File: src/rtl/ball_engine_if.sv
// Ball engine bus: run enable and paddle rows in, ball position and score pulses out.
interface ball_engine_if;
  logic        ENABLE;
  logic [7:0]  LEFT_POS;
  logic [7:0]  RIGHT_POS;
  logic [10:0] BALL_H;
  logic [10:0] BALL_V;
  logic        SCORE_LEFT;
  logic        SCORE_RIGHT;

  modport master (output ENABLE, LEFT_POS, RIGHT_POS,
                  input  BALL_H, BALL_V, SCORE_LEFT, SCORE_RIGHT);
  modport slave  (input  ENABLE, LEFT_POS, RIGHT_POS,
                  output BALL_H, BALL_V, SCORE_LEFT, SCORE_RIGHT);
endinterface

File: src/rtl/ball_engine.sv
// Pong ball engine: diagonal one-pixel steps per move tick, wall/paddle bounces,
// and a one-cycle score pulse with re-serve when the ball leaves the court.
module ball_engine #(
  parameter int unsigned SCREEN_W    = 800,
  parameter int unsigned SCREEN_H    = 480,
  parameter int unsigned BALL_SIZE   = 6,
  parameter int unsigned PADDLE_LEN  = 80,
  parameter int unsigned PADDLE_W    = 6,
  parameter int unsigned LEFT_X      = 10,
  parameter int unsigned RIGHT_X     = 784,
  parameter int unsigned SERVE_H     = 397,
  parameter int unsigned SERVE_V     = 237,
  parameter int unsigned TICK_DIV    = 500000,
  parameter int unsigned SERVE_TICKS = 120
) (
  input  logic         CLOCK,
  input  logic         RESET,
  ball_engine_if.slave io_bus
);
  localparam int unsigned W  = 11;
  localparam int unsigned TW = (TICK_DIV > 2) ? $clog2(TICK_DIV) : 1;
  localparam int unsigned SW = $clog2(SERVE_TICKS + 2);

  localparam logic [W-1:0]  MAX_H       = W'(SCREEN_W - BALL_SIZE);
  localparam logic [W-1:0]  MAX_V       = W'(SCREEN_H - BALL_SIZE);
  localparam logic [W-1:0]  BALL_SZ     = W'(BALL_SIZE);
  localparam logic [W-1:0]  PAD_LEN     = W'(PADDLE_LEN);
  localparam logic [W-1:0]  LEFT_HIT_H  = W'(LEFT_X + PADDLE_W);
  localparam logic [W-1:0]  RIGHT_HIT_H = W'(RIGHT_X - BALL_SIZE);
  localparam logic [W-1:0]  SRV_H       = W'(SERVE_H);
  localparam logic [W-1:0]  SRV_V       = W'(SERVE_V);
  localparam logic [TW-1:0] TICK_LAST   = TW'(TICK_DIV - 1);
  localparam logic [SW-1:0] SERVE_LAST  = SW'(SERVE_TICKS - 1);

  typedef enum logic [1:0] {
    S_SERVE  = 2'd0,
    S_MOVE   = 2'd1,
    S_SCORED = 2'd2
  } state_t;

  state_t        r_state;
  logic [TW-1:0] r_tick_cnt;
  logic [SW-1:0] r_serve_cnt;
  logic [W-1:0]  r_h;
  logic [W-1:0]  r_v;
  logic          r_dir_h;
  logic          r_dir_v;
  logic          r_score_left;
  logic          r_score_right;

  logic         w_tick;
  logic [W-1:0] w_left_top;
  logic [W-1:0] w_right_top;
  logic         w_left_ov;
  logic         w_right_ov;
  logic         w_left_hit;
  logic         w_right_hit;
  logic         w_exit_left;
  logic         w_exit_right;
  logic         w_dir_h_nxt;
  logic         w_dir_v_nxt;

  assign w_tick = io_bus.ENABLE && (r_tick_cnt == TICK_LAST);

  // Paddle tops are stored at 2 px resolution.
  assign w_left_top  = {2'b00, io_bus.LEFT_POS, 1'b0};
  assign w_right_top = {2'b00, io_bus.RIGHT_POS, 1'b0};
  assign w_left_ov   = (r_v + BALL_SZ > w_left_top)  && (r_v < w_left_top + PAD_LEN);
  assign w_right_ov  = (r_v + BALL_SZ > w_right_top) && (r_v < w_right_top + PAD_LEN);

  assign w_left_hit   = !r_dir_h && (r_h == LEFT_HIT_H)  && w_left_ov;
  assign w_right_hit  =  r_dir_h && (r_h == RIGHT_HIT_H) && w_right_ov;
  assign w_exit_left  = !r_dir_h && (r_h == '0)    && !w_left_hit;
  assign w_exit_right =  r_dir_h && (r_h == MAX_H) && !w_right_hit;

  assign w_dir_h_nxt = w_left_hit ? 1'b1 : (w_right_hit ? 1'b0 : r_dir_h);
  assign w_dir_v_nxt = (r_dir_v && (r_v == MAX_V)) ? 1'b0 :
                       ((!r_dir_v && (r_v == '0)) ? 1'b1 : r_dir_v);

  always_ff @(posedge CLOCK or posedge RESET) begin
    if (RESET) begin
      r_state       <= S_SERVE;
      r_tick_cnt    <= '0;
      r_serve_cnt   <= '0;
      r_h           <= SRV_H;
      r_v           <= SRV_V;
      r_dir_h       <= 1'b1;
      r_dir_v       <= 1'b1;
      r_score_left  <= 1'b0;
      r_score_right <= 1'b0;
    end else begin
      r_score_left  <= 1'b0;
      r_score_right <= 1'b0;
      if (io_bus.ENABLE) begin
        r_tick_cnt <= (r_tick_cnt == TICK_LAST) ? '0 : r_tick_cnt + 1'b1;
      end
      case (r_state)
        S_SERVE: begin
          if (w_tick) begin
            if (r_serve_cnt == SERVE_LAST) begin
              r_state     <= S_MOVE;
              r_serve_cnt <= '0;
            end else begin
              r_serve_cnt <= r_serve_cnt + 1'b1;
            end
          end
        end
        S_MOVE: begin
          if (w_tick) begin
            // Score pulse and serve point are loaded together so both show in the SCORED cycle.
            if (w_exit_left) begin
              r_state       <= S_SCORED;
              r_score_right <= 1'b1;
              r_h           <= SRV_H;
              r_v           <= SRV_V;
              r_dir_h       <= 1'b0;
            end else if (w_exit_right) begin
              r_state      <= S_SCORED;
              r_score_left <= 1'b1;
              r_h          <= SRV_H;
              r_v          <= SRV_V;
              r_dir_h      <= 1'b1;
            end else begin
              r_dir_h <= w_dir_h_nxt;
              r_dir_v <= w_dir_v_nxt;
              r_h     <= w_dir_h_nxt ? r_h + 1'b1 : r_h - 1'b1;
              r_v     <= w_dir_v_nxt ? r_v + 1'b1 : r_v - 1'b1;
            end
          end
        end
        S_SCORED: begin
          r_state     <= S_SERVE;
          r_serve_cnt <= '0;
        end
        default: r_state <= S_SERVE;
      endcase
    end
  end

  assign io_bus.BALL_H      = r_h;
  assign io_bus.BALL_V      = r_v;
  assign io_bus.SCORE_LEFT  = r_score_left;
  assign io_bus.SCORE_RIGHT = r_score_right;
endmodule

File: src/flat_wrapper.sv
// flat-port wrapper written by rule: the top's interface ports become plain ports
module ball_engine_flat 
#(
  parameter int unsigned SCREEN_W    = 800,
  parameter int unsigned SCREEN_H    = 480,
  parameter int unsigned BALL_SIZE   = 6,
  parameter int unsigned PADDLE_LEN  = 80,
  parameter int unsigned PADDLE_W    = 6,
  parameter int unsigned LEFT_X      = 10,
  parameter int unsigned RIGHT_X     = 784,
  parameter int unsigned SERVE_H     = 397,
  parameter int unsigned SERVE_V     = 237,
  parameter int unsigned TICK_DIV    = 500000,
  parameter int unsigned SERVE_TICKS = 120
)
  (CLOCK, RESET, io_bus_ENABLE, io_bus_LEFT_POS, io_bus_RIGHT_POS, io_bus_BALL_H, io_bus_BALL_V, io_bus_SCORE_LEFT, io_bus_SCORE_RIGHT);
  ball_engine_if io_bus_i ();
  input  logic CLOCK;
  input  logic RESET;
  input wire logic [$bits(io_bus_i.ENABLE)-1:0] io_bus_ENABLE;
  input wire logic [$bits(io_bus_i.LEFT_POS)-1:0] io_bus_LEFT_POS;
  input wire logic [$bits(io_bus_i.RIGHT_POS)-1:0] io_bus_RIGHT_POS;
  output wire logic [$bits(io_bus_i.BALL_H)-1:0] io_bus_BALL_H;
  output wire logic [$bits(io_bus_i.BALL_V)-1:0] io_bus_BALL_V;
  output wire logic [$bits(io_bus_i.SCORE_LEFT)-1:0] io_bus_SCORE_LEFT;
  output wire logic [$bits(io_bus_i.SCORE_RIGHT)-1:0] io_bus_SCORE_RIGHT;
  assign io_bus_i.ENABLE = io_bus_ENABLE;
  assign io_bus_i.LEFT_POS = io_bus_LEFT_POS;
  assign io_bus_i.RIGHT_POS = io_bus_RIGHT_POS;
  assign io_bus_BALL_H = io_bus_i.BALL_H;
  assign io_bus_BALL_V = io_bus_i.BALL_V;
  assign io_bus_SCORE_LEFT = io_bus_i.SCORE_LEFT;
  assign io_bus_SCORE_RIGHT = io_bus_i.SCORE_RIGHT;
  ball_engine #(.SCREEN_W(SCREEN_W), .SCREEN_H(SCREEN_H), .BALL_SIZE(BALL_SIZE), .PADDLE_LEN(PADDLE_LEN), .PADDLE_W(PADDLE_W), .LEFT_X(LEFT_X), .RIGHT_X(RIGHT_X), .SERVE_H(SERVE_H), .SERVE_V(SERVE_V), .TICK_DIV(TICK_DIV), .SERVE_TICKS(SERVE_TICKS)) u_core (.CLOCK(CLOCK), .RESET(RESET), .io_bus(io_bus_i));
endmodule
File: config.mk
export PLATFORM = sky130hd
export DESIGN_NAME = ball_engine_flat
export DESIGN_NICKNAME = d
export VERILOG_FILES = /design/src/rtl/ball_engine_if.sv /design/src/rtl/ball_engine.sv /design/src/flat_wrapper.sv
export SDC_FILE = /design/constraint.sdc
export NUM_CORES = 1
export LEC_CHECK = 0
export ABC_AREA = 1
export BUFFER_PORTS_ARGS = -buffer_cell sky130_fd_sc_hd__buf_2
export CAP_MARGIN = 20
export CORE_MARGIN = 1
export CORE_UTILIZATION = 55
export DETAILED_ROUTE_END_ITERATION = 8
export HOLD_SLACK_MARGIN = 0.02
export PLACE_DENSITY_LB_ADDON = 0.05
export SYNTH_ARGS = -nofsm -noshare
export SYNTH_HDL_FRONTEND = slang
export SYNTH_SLANG_ARGS = --single-unit
export TNS_END_PERCENT = 100
File: constraint.sdc
create_clock -name CLOCK -period 5 [get_ports CLOCK]
set_input_delay 0.5 -clock CLOCK [delete_from_list [all_inputs] [get_ports CLOCK]]
set_output_delay 0.5 -clock CLOCK [all_outputs]
set_load 0.01 [all_outputs]
==> flow_metrics.py, run 1 <==
metrics = {
    "logic_synthesis": {
        "syn_avg_cell_area_um2": 7.56,
        "synth_ff_type": "dfrtp_1",
        "synth_area_leaders": "dfrtp_1, ha_1, nand2_1, inv_1, dfstp_2",
        "synth_edf_count": 0,
        "synth_top_area_frac": 0.216,
        "ys_top_cells_by_count": "nand2_1, inv_1, ha_1",
        "synthDistinctLibCells": 46,
        "syn_inst": 629,
        "ys_warn_count": 0,
        "ys_ff_latch": 54,
        "async_reset_ff_frac": 1.00,
        "synth_most_common_cell": "nand2_1",
        "netlist_area_um2": 4750,
        "syn_nets": 707,
        "yosysSeqAreaShare": 0.288,
        "yosysTopAreaCell": "dfrtp_1",
    },
    "detailed_routing": {
        "post-route-drc-count": 0,
        "top_layer": "met4",
        "wl_met3_um": 492,
        "dr.pass1.iters": 5,
        "routed_wl_um": 10900,
        "wl_met1_um": 5410,
        "ant_nets": 0,
        "wl_per_cell_um": 14.0,
        "drtIter0Drc": 221,
        "routed_via_density": 5.48,
        "wl_met2_um": 4910,
        "vias": 4275,
    },
    "sta": {
        "setup_violations": 0,
        "hold_viol_final": 0,
        "slew_headroom": 0.623,
        "tns_ns": 0,
        "drv_slew": 0,
        "period_minus_slack_ns": 4.22,
        "fmax_mhz": 237,
        "finalClockSkew_ns": 0.0118,
        "rsz0062_at_grt": "no",
        "tightest_slew_ns": 0.566,
        "fin_crit_sh": 0.844,
    },
    "final_layout": {
        "fin_nets": 752,
        "seq_area_um2": 1370,
        "num-fill-cells": 766,
        "area_delta_synth_final_pct": 9.13,
        "multi_input_area_um2": 2970,
        "drive_gt1_frac": 0.142,
        "insertedDiodeCount": 0,
    },
    "floorplan": {
        "die_w_um": 95.0,
        "ios": 43,
        "die_h_um": 95.0,
        "core-area_um2": 8300,
        "initial_utilization": 0.573,
        "placementRows": 33,
        "die_area_um2": 9020,
    },
    "global_routing": {
        "grt_max_degree": 45,
        "grt_usage": 0.257,
        "grt_pass1_vias": 3990,
        "antenna_found_initial": 0,
        "grt_pass1_wl_um": 18000,
        "grt_overflow_total": 0,
    },
    "critical_path": {
        "r2r_cells": 26,
        "r2r-end": "u_core.io_bus.BALL_H[8]",
        "endpoint": "u_core.io_bus.BALL_H[8]",
        "critPathArrivalTime_ns": 4.44,
        "rr_startpoint": "u_core.io_bus.BALL_V[1]",
        "r2r_slack_ns": 0.78,
        "worstSetupStartpointType": "register",
        "required_ns": 5.22,
        "criticalPathCategory": "reg -> reg",
        "end_kind": "register",
        "crit_fanout": 9,
        "crit_path_start": "u_core.io_bus.BALL_V[1]",
    },
    "clocking": {
        "hold_buffers": 0,
        "cts_buffer_depth": 2,
        "cts-resized-gates": 0,
        "cts_root_buf": "clkbuf_8",
        "clk_latency_ns": 0.31,
        "cts.sinks": 54,
        "cts_setup_buffers": 0,
        "cts_tree": "built",
        "clk_pin_slew_ns": 0.10,
        "htree_levels": 2,
        "cts_made_buffers": 5,
    },
    "place": {
        "numPortBuffers": 42,
        "place.gp.congestion": 0.921,
        "place_hpwl_um": 8740,
    },
    "pwr": {
        "power_density_nw_per_um2": 218,
        "p_total_mw": 1.13,
        "ir_drop_mv": 0.148,
        "p_leak_nw": 2.74,
    },
    "min_path": {
        "hp-class": "in -> async",
    },
    "job": {
        "drv_cap": 0,
    },
    "status": {
        "status": "finished clean",
    },
}
-- sequential cells by signal, indices dropped and copies added (netlist names) --
name	flops
u_core.r_dir_v	1
u_core.io_bus.SCORE_LEFT	1
u_core.io_bus.SCORE_RIGHT	1
u_core.io_bus.BALL_V	11
u_core.r_state	2
u_core.r_serve_cnt	7
u_core.io_bus.BALL_H	11
u_core.r_tick_cnt	19
u_core.r_dir_h	1
-- worst min path at each step --
stage	to	slack [ns]	cells past startpoint	startpoint
after floorplan	u_core.r_serve_cnt[5]	0.46	1	u_core.r_state[0]
after global placement	u_core.r_tick_cnt[11]	0.42	2	RESET
after detailed placement	u_core.r_tick_cnt[11]	0.43	2	RESET
after CTS	u_core.r_tick_cnt[11]	0.08	2	RESET
after global routing	u_core.r_tick_cnt[10]	0.10	2	RESET
final	u_core.r_tick_cnt[6]	0.08	2	RESET
-- report_power, final --
group	switching, mW	leakage [nW]	total [mW]	internal (mW)
Combinational	0.174	2.04	0.294	0.121
Sequential	0.0464	0.642	0.519	0.472
Clock	0.151	0.0618	0.316	0.165
-- layer usage --
layer | vias to the layer above | global-route usage
met4 | 0 | 0.0644
met5 | - | 0
met1 | 1981 | 0.365
met2 | 91 | 0.415
met3 | 9 | 0.0290
li1 | 2194 | -
-- cells in the final DEF (no fill, tap or decap), drive strengths merged, types with 5 or more instances in the layout --
| cell | instances |
|---|---|
| nand2 | 132 |
| inv | 102 |
| ha | 57 |
| nor2 | 49 |
| a21oi | 48 |
| buf | 43 |
| nand3 | 42 |
| dfrtp | 41 |
| xor2 | 28 |
| o21ai | 20 |
| nand4 | 17 |
| nor3 | 15 |
| dfstp | 13 |
| nor4 | 9 |
| xnor2 | 9 |
| o22ai | 8 |
| clkbuf | 6 |
| o21a | 5 |
-- worst max-delay path: stages (launching register included) --
cell     delay, ns
dfrtp_1       0.51
inv_1         0.19
ha_1          0.28
nor2_2        0.17
xor2_1        0.17
inv_1         0.08
ha_1          0.29
nand2_1       0.05
nor2_1        0.14
nand2_1       0.07
nand3_1       0.07
nand2_1       0.05
nand2_1       0.05
nand2_1       0.05
nand2_1       0.06
nand3_1       0.06
nand2_1       0.12
nand2_2       0.10
inv_1         0.27
ha_1          0.35
a21oi_1       0.17
o21ai_0       0.14
a21oi_1       0.22
nor2_1        0.07
nor2_1        0.11
xor2_1        0.21
a22oi_2       0.07
-- cell type report --
type / count / area share
Multi-Input combinational cell: 469 / 0.572
Sequential cell: 54 / 0.264
Inverter: 101 / 0.0736
Timing Repair Buffer: 43 / 0.0420
Tap cell: 105 / 0.0253
Clock buffer: 6 / 0.0159
Clock inverter: 2 / 0.00748
-- stage by stage --
step                      cells  setup slack (ns)  hold slack [ns]  cell area (um2)   util
after floorplan             629              1.30            0.457             4750      -
final                       780             0.779           0.0787             5190  0.625
after detailed placement    772             0.851            0.427             5070  0.610
after global routing        780             0.307            0.104             5190  0.625
after global placement      772             0.937            0.424             5070  0.610
after CTS                   780             0.808           0.0756             5190  0.625
-- kinds of logic (layout without fill, tap and decap cells) --
family,after synthesis,after routing,share of synthesized area
xor+xnor,37,37,0.0682
simple gates,272,272,0.270
compound gates,101,101,0.127
flops,54,54,0.288
buf+inv,106,152,0.0879
fa+ha+maj,59,59,0.158
(Power assumes the default switching activity.)
==> run 2, diff against run 1 <==
clock period = 4.4 ns   (was 5 ns; I/O delays follow)
==> run 2 against run 1 <==
Effect of this change: sequential share of layout area is 0.52 points lower; via count increased by 2.3%; clock power down 9.5%; final cell count grew 1.0%; maximum frequency rose by 2.9%; first-iteration DRC count up 6.3%; non-clock buffer count rose by 7.
==> flow_metrics.py, run 2 (synthesized netlist as in run 1, its figures left out) <==
metrics = {
    "status": {
        "status": "finished clean",
    },
    "place": {
        "place.gp.congestion": 0.881,
        "numPortBuffers": 42,
        "place_hpwl_um": 8820,
        "dp_cells": 774,
    },
    "floorplan": {
        "initial_utilization": 0.573,
        "die_w_um": 95.0,
        "placementRows": 33,
        "die_area_um2": 9020,
        "core-area_um2": 8300,
        "ios": 43,
        "die_h_um": 95.0,
    },
    "pwr": {
        "switching_share": 0.349,
        "p_total_mw": 1.22,
        "p_int_mw": 0.795,
        "power.switching_mw": 0.427,
        "clockPowerShare": 0.234,
        "pwr-share-comb": 0.284,
        "power_density_nw_per_um2": 231,
        "p_leak_nw": 2.75,
        "ir_drop_mv": 0.144,
        "p_seq_frac": 0.482,
    },
    "final_layout": {
        "insertedDiodeCount": 0,
        "most-common-layout-cells": "nand2_1, inv_1, ha_1",
        "largest_register_ffs": 19,
        "fin_cells": 788,
        "max_flop_register": "u_core.r_tick_cnt",
        "final_common_cell": "nand2_1",
        "seq_area_um2": 1370,
        "fin_nets": 760,
        "num-fill-cells": 727,
        "multi_input_area_um2": 3050,
        "area_delta_synth_final_pct": 11.4,
        "drive_gt1_frac": 0.164,
    },
    "clocking": {
        "cts_buffer_depth": 2,
        "cts_tree": "built",
        "cts_root_buf": "clkbuf_8",
        "clk_latency_ns": 0.32,
        "cts.sinks": 54,
        "htree_levels": 2,
        "cts_made_buffers": 5,
        "clk_pin_slew_ns": 0.11,
    },
    "detailed_routing": {
        "post-route-drc-count": 0,
        "dr.pass1.iters": 5,
        "wl_per_cell_um": 14.2,
        "routed_via_density": 5.55,
        "vias": 4374,
        "ant_nets": 0,
        "routed_wl_um": 11200,
        "drtIter0Drc": 235,
    },
    "min_path": {
        "hp-class": "in -> reg",
        "hold_path_startpoint": "io_bus_ENABLE",
    },
    "global_routing": {
        "grt_pass1_wl_um": 18400,
        "grt_usage": 0.262,
        "grt_pass1_vias": 3999,
        "grt_overflow_total": 0,
        "grt_max_degree": 45,
        "antenna_found_initial": 0,
    },
    "sta": {
        "drv_slew": 0,
        "fmax_mhz": 244,
        "finalClockSkew_ns": 0.0114,
        "hold_viol_final": 0,
        "setup_violations": 0,
        "slew_headroom": 0.619,
        "fin_crit_sh": 0.932,
        "period_minus_slack_ns": 4.10,
        "tightest_slew_ns": 0.571,
    },
    "critical_path": {
        "required_ns": 4.65,
        "rr_startpoint": "u_core.io_bus.BALL_V[2]",
        "criticalPathCategory": "reg -> reg",
        "crit_path_start": "u_core.io_bus.BALL_V[2]",
        "end_kind": "register",
        "crit_fanout": 5,
        "critPathArrivalTime_ns": 4.35,
        "worstSetupStartpointType": "register",
    },
    "job": {
        "drv_cap": 0,
    },
}
## run 2: area by class of cell
class	count	share of cell area
Timing Repair Buffer	50	0.0515
Sequential cell	54	0.258
Timing Repair inverter	1	0.000945
Multi-Input combinational cell	469	0.575
Inverter	101	0.0728
Tap cell	105	0.0248
Clock inverter	2	0.00260
Clock buffer	6	0.0137
## run 2: routing by layer
metal / global-route usage / up-vias / part of all wire
met1: 0.381 / 2025 / 0.49
li1: - / 2217 / -
met5: 0 / - / 0
met2: 0.415 / 122 / 0.45
met4: 0.0492 / 0 / 0.0073
met3: 0.0378 / 10 / 0.057
## run 2: worst max-delay path, stage by stage, from the launching register on
cell	delay [ns]
dfstp_2	0.58
inv_1	0.09
ha_1	0.22
nor2_2	0.15
nand3_1	0.11
xor2_1	0.15
inv_1	0.09
ha_1	0.28
nand2_1	0.08
nor3_1	0.13
nand3_1	0.10
nand2_1	0.09
nand2_1	0.05
nand3_1	0.08
nand2_2	0.08
nand2_4	0.11
clkinvlp_4	0.25
ha_4	0.38
inv_1	0.06
nor3_2	0.20
nand3_1	0.10
nand4_1	0.11
xor2_1	0.22
inv_1	0.06
nand3_1	0.08
nand3_1	0.09
nand2_1	0.08
## run 2: through the flow
step	TNS [ns]	area, um2	hold WS [ns]	setup slack (ns)	utilization
after CTS	0	5180	0.368	0.145	0.624
after global placement	0	5080	0.365	0.329	0.612
after floorplan	0	4750	0.457	0.701	-
after detailed placement	0	5080	0.369	0.175	0.612
final	0	5300	0.388	0.299	0.638
after global routing	-0.0484	5300	0.372	-0.0484	0.638
## run 2: final timing paths
kind	endpoint	slack, ns	cells after the start
setup / recovery	u_core.io_bus.BALL_H[10]	0.30	26
hold / removal	u_core.r_tick_cnt[0]	0.39	2
setup reg to reg	u_core.io_bus.BALL_H[10]	0.30	26
hold reg to reg	u_core.r_serve_cnt[5]	0.50	1
max in group asynchronous	u_core.io_bus.BALL_V[4]	2.98	4
min in group asynchronous	u_core.r_tick_cnt[11]	0.56	3
## run 2: power groups by stage
stage	registers [mW]	logic (mW)	clock network [mW]
6_report	0.589	0.347	0.286
5_1_grt	0.597	0.399	0.315
4_1_cts	0.588	0.339	0.295
3_5_place_dp	0.597	0.336	0
3_3_place_gp	0.596	0.325	0
2_1_floorplan	0.581	0.266	0
## run 2: repair_timing
| action | CTS | global route |
|---|---|---|
| buffers inserted | 0 | 4 |
| resized for setup | 0 | 13 |
| endpoints found under the hold margin | 10 | 0 |
| setup endpoints to repair | 0 | 4 |
| hold buffers | 1 | 0 |
==> run 3, diff against run 2 <==
BUFFER_PORTS_ARGS = -buffer_cell sky130_fd_sc_hd__buf_4   (was -buffer_cell sky130_fd_sc_hd__buf_2)
==> run 3 against run 2 <==
Effect of this change: first-iteration DRC count decreased by 12%; critical path type unchanged; wire length increased by 0.77%; global-route usage increased by 0.23 points; largest cell class unchanged; non-clock buffer count increased by 2.
==> flow_metrics.py, run 3 (synthesized netlist as in run 1, its figures left out) <==
metrics = {
    "floorplan": {
        "ios": 43,
        "placementRows": 33,
        "die_h_um": 95.0,
        "core-area_um2": 8300,
        "initial_utilization": 0.573,
        "die_w_um": 95.0,
        "die_area_um2": 9020,
    },
    "final_layout": {
        "max_flop_register": "u_core.r_tick_cnt",
        "post-route-cell-area_um2": 5390,
        "seq_area_um2": 1370,
        "final_common_cell": "nand2_1",
        "area_delta_synth_final_pct": 13.3,
        "fin_cells": 789,
        "insertedDiodeCount": 0,
        "most-common-layout-cells": "nand2_1, inv_1, ha_1",
        "num-fill-cells": 737,
        "multi_input_area_um2": 2990,
        "drive_gt1_frac": 0.158,
        "largest_register_ffs": 19,
        "fin_nets": 761,
    },
    "global_routing": {
        "grt_pass1_vias": 4076,
        "grt_max_degree": 40,
        "antenna_found_initial": 0,
        "use_met2": 0.417,
        "grtUsageMet1": 0.376,
        "grt_pass1_wl_um": 18600,
        "use_met3": 0.0338,
        "grt_usage": 0.265,
        "grt.busiest_layer": "met2",
        "grt_overflow_total": 0,
    },
    "detailed_routing": {
        "vias": 4406,
        "dr.pass1.iters": 5,
        "post-route-drc-count": 0,
        "routed_via_density": 5.58,
        "wl_per_cell_um": 14.3,
        "routed_wl_um": 11300,
        "ant_nets": 0,
        "drtIter0Drc": 207,
    },
    "sta": {
        "setup_violations": 0,
        "fmax_mhz": 249,
        "hold_viol_final": 0,
        "finalClockSkew_ns": 0.00860,
        "period_minus_slack_ns": 4.02,
        "slew_headroom": 0.675,
        "tightest_slew_ns": 0.488,
        "fin_crit_sh": 0.913,
        "drv_slew": 0,
    },
    "clocking": {
        "cts.sinks": 54,
        "clk_latency_ns": 0.31,
        "cts_root_buf": "clkbuf_8",
        "cts_tree": "built",
        "htree_levels": 2,
        "cts_buffer_depth": 2,
        "hold_buffers": 0,
        "clk_pin_slew_ns": 0.10,
        "cts_made_buffers": 5,
    },
    "critical_path": {
        "end_kind": "register",
        "crit_fanout": 7,
        "required_ns": 4.66,
        "criticalPathCategory": "reg -> reg",
        "critPathArrivalTime_ns": 4.28,
        "worstSetupStartpointType": "register",
    },
    "status": {
        "status": "finished clean",
    },
    "place": {
        "numPortBuffers": 42,
        "placed_cell_area_um2": 5200,
        "dp_cells": 774,
        "place.gp.congestion": 0.895,
        "place_hpwl_um": 8790,
    },
    "min_path": {
        "hp-class": "in -> async",
    },
    "pwr": {
        "power_density_nw_per_um2": 237,
        "ir_drop_mv": 0.172,
        "p_leak_nw": 2.80,
    },
    "job": {
        "drv_cap": 0,
    },
}
[run 3: worst max-delay path, cell delays in order (launching register included)]
cell and delay [ns]:
dfstp_2 0.56, buf_4 0.12, nand2_1 0.05, nor2_1 0.13
inv_1 0.07, a21oi_1 0.21, xor2_1 0.13, ha_1 0.32
nand2_1 0.07, nor3_1 0.14, nand3_1 0.10, nand2_1 0.08
nand2_1 0.05, nand3_1 0.06, nand2_1 0.11, nand2_4 0.12
clkinvlp_4 0.17, ha_1 0.40, nand2_1 0.11, nor3_1 0.22
nand3_1 0.11, nand4_1 0.13, xor2_1 0.19, inv_1 0.06
nand3_1 0.08, nand3_1 0.07, nand2_1 0.07
[run 3: power by group]
group,internal (mW),switching (mW)
combinational,0.150,0.202
sequential,0.537,0.0509
clock,0.170,0.169
[run 3: metal layers]
| metal | wire length, um | vias up |
|---|---|---|
| li1 | - | 2215 |
| met1 | 5440 | 2061 |
| met5 | 0 | - |
| met4 | 200 | 0 |
| met3 | 559 | 16 |
| met2 | 5080 | 114 |
[run 3: timing repair]
action                     4_1_cts  5_1_grt
buffers inserted                 0        7
resized for setup                0        5
setup endpoints to repair        0        6
[run 3: per-stage QoR]
| step | util | worst slack [ns] | TNS (ns) | hold slack, ns | total power [mW] |
|---|---|---|---|---|---|
| 2_1_floorplan | - | 0.701 | 0 | 0.457 | 0.847 |
| 3_3_place_gp | 0.624 | 0.357 | 0 | 0.492 | 0.928 |
| 3_5_place_dp | 0.626 | 0.214 | 0 | 0.447 | 0.943 |
| 4_1_cts | 0.640 | 0.183 | 0 | 0.0982 | 1.28 |
| 5_1_grt | 0.649 | -0.0200 | -0.0200 | 0.109 | 1.36 |
| 6_report | 0.649 | 0.383 | 0 | 0.0906 | 1.28 |
[run 3: final timing paths]
kind / slack [ns] / endpoint / depth (start not counted) / start
max: 0.38 / u_core.io_bus.BALL_H[10] / 26 / u_core.io_bus.BALL_V[2]
min: 0.09 / u_core.r_serve_cnt[2] / 2 / RESET
max reg2reg: 0.38 / u_core.io_bus.BALL_H[10] / 26 / u_core.io_bus.BALL_V[2]
min reg2reg: 0.51 / u_core.r_tick_cnt[2] / 1 / u_core.r_tick_cnt[2]
max in group asynchronous: 3.72 / u_core.io_bus.BALL_V[2] / 3 / RESET
min in group CLOCK: 0.35 / u_core.r_tick_cnt[0] / 2 / io_bus_ENABLE
[run 3: final cells by class]
type                    instances  area share
clock inverters                 2     0.00697
flip-flops and latches         54       0.254
well taps                     105      0.0244
inverters                     101      0.0715
repair buffers                 52      0.0748
multi-input cells             469       0.555
clock buffers                   6      0.0135
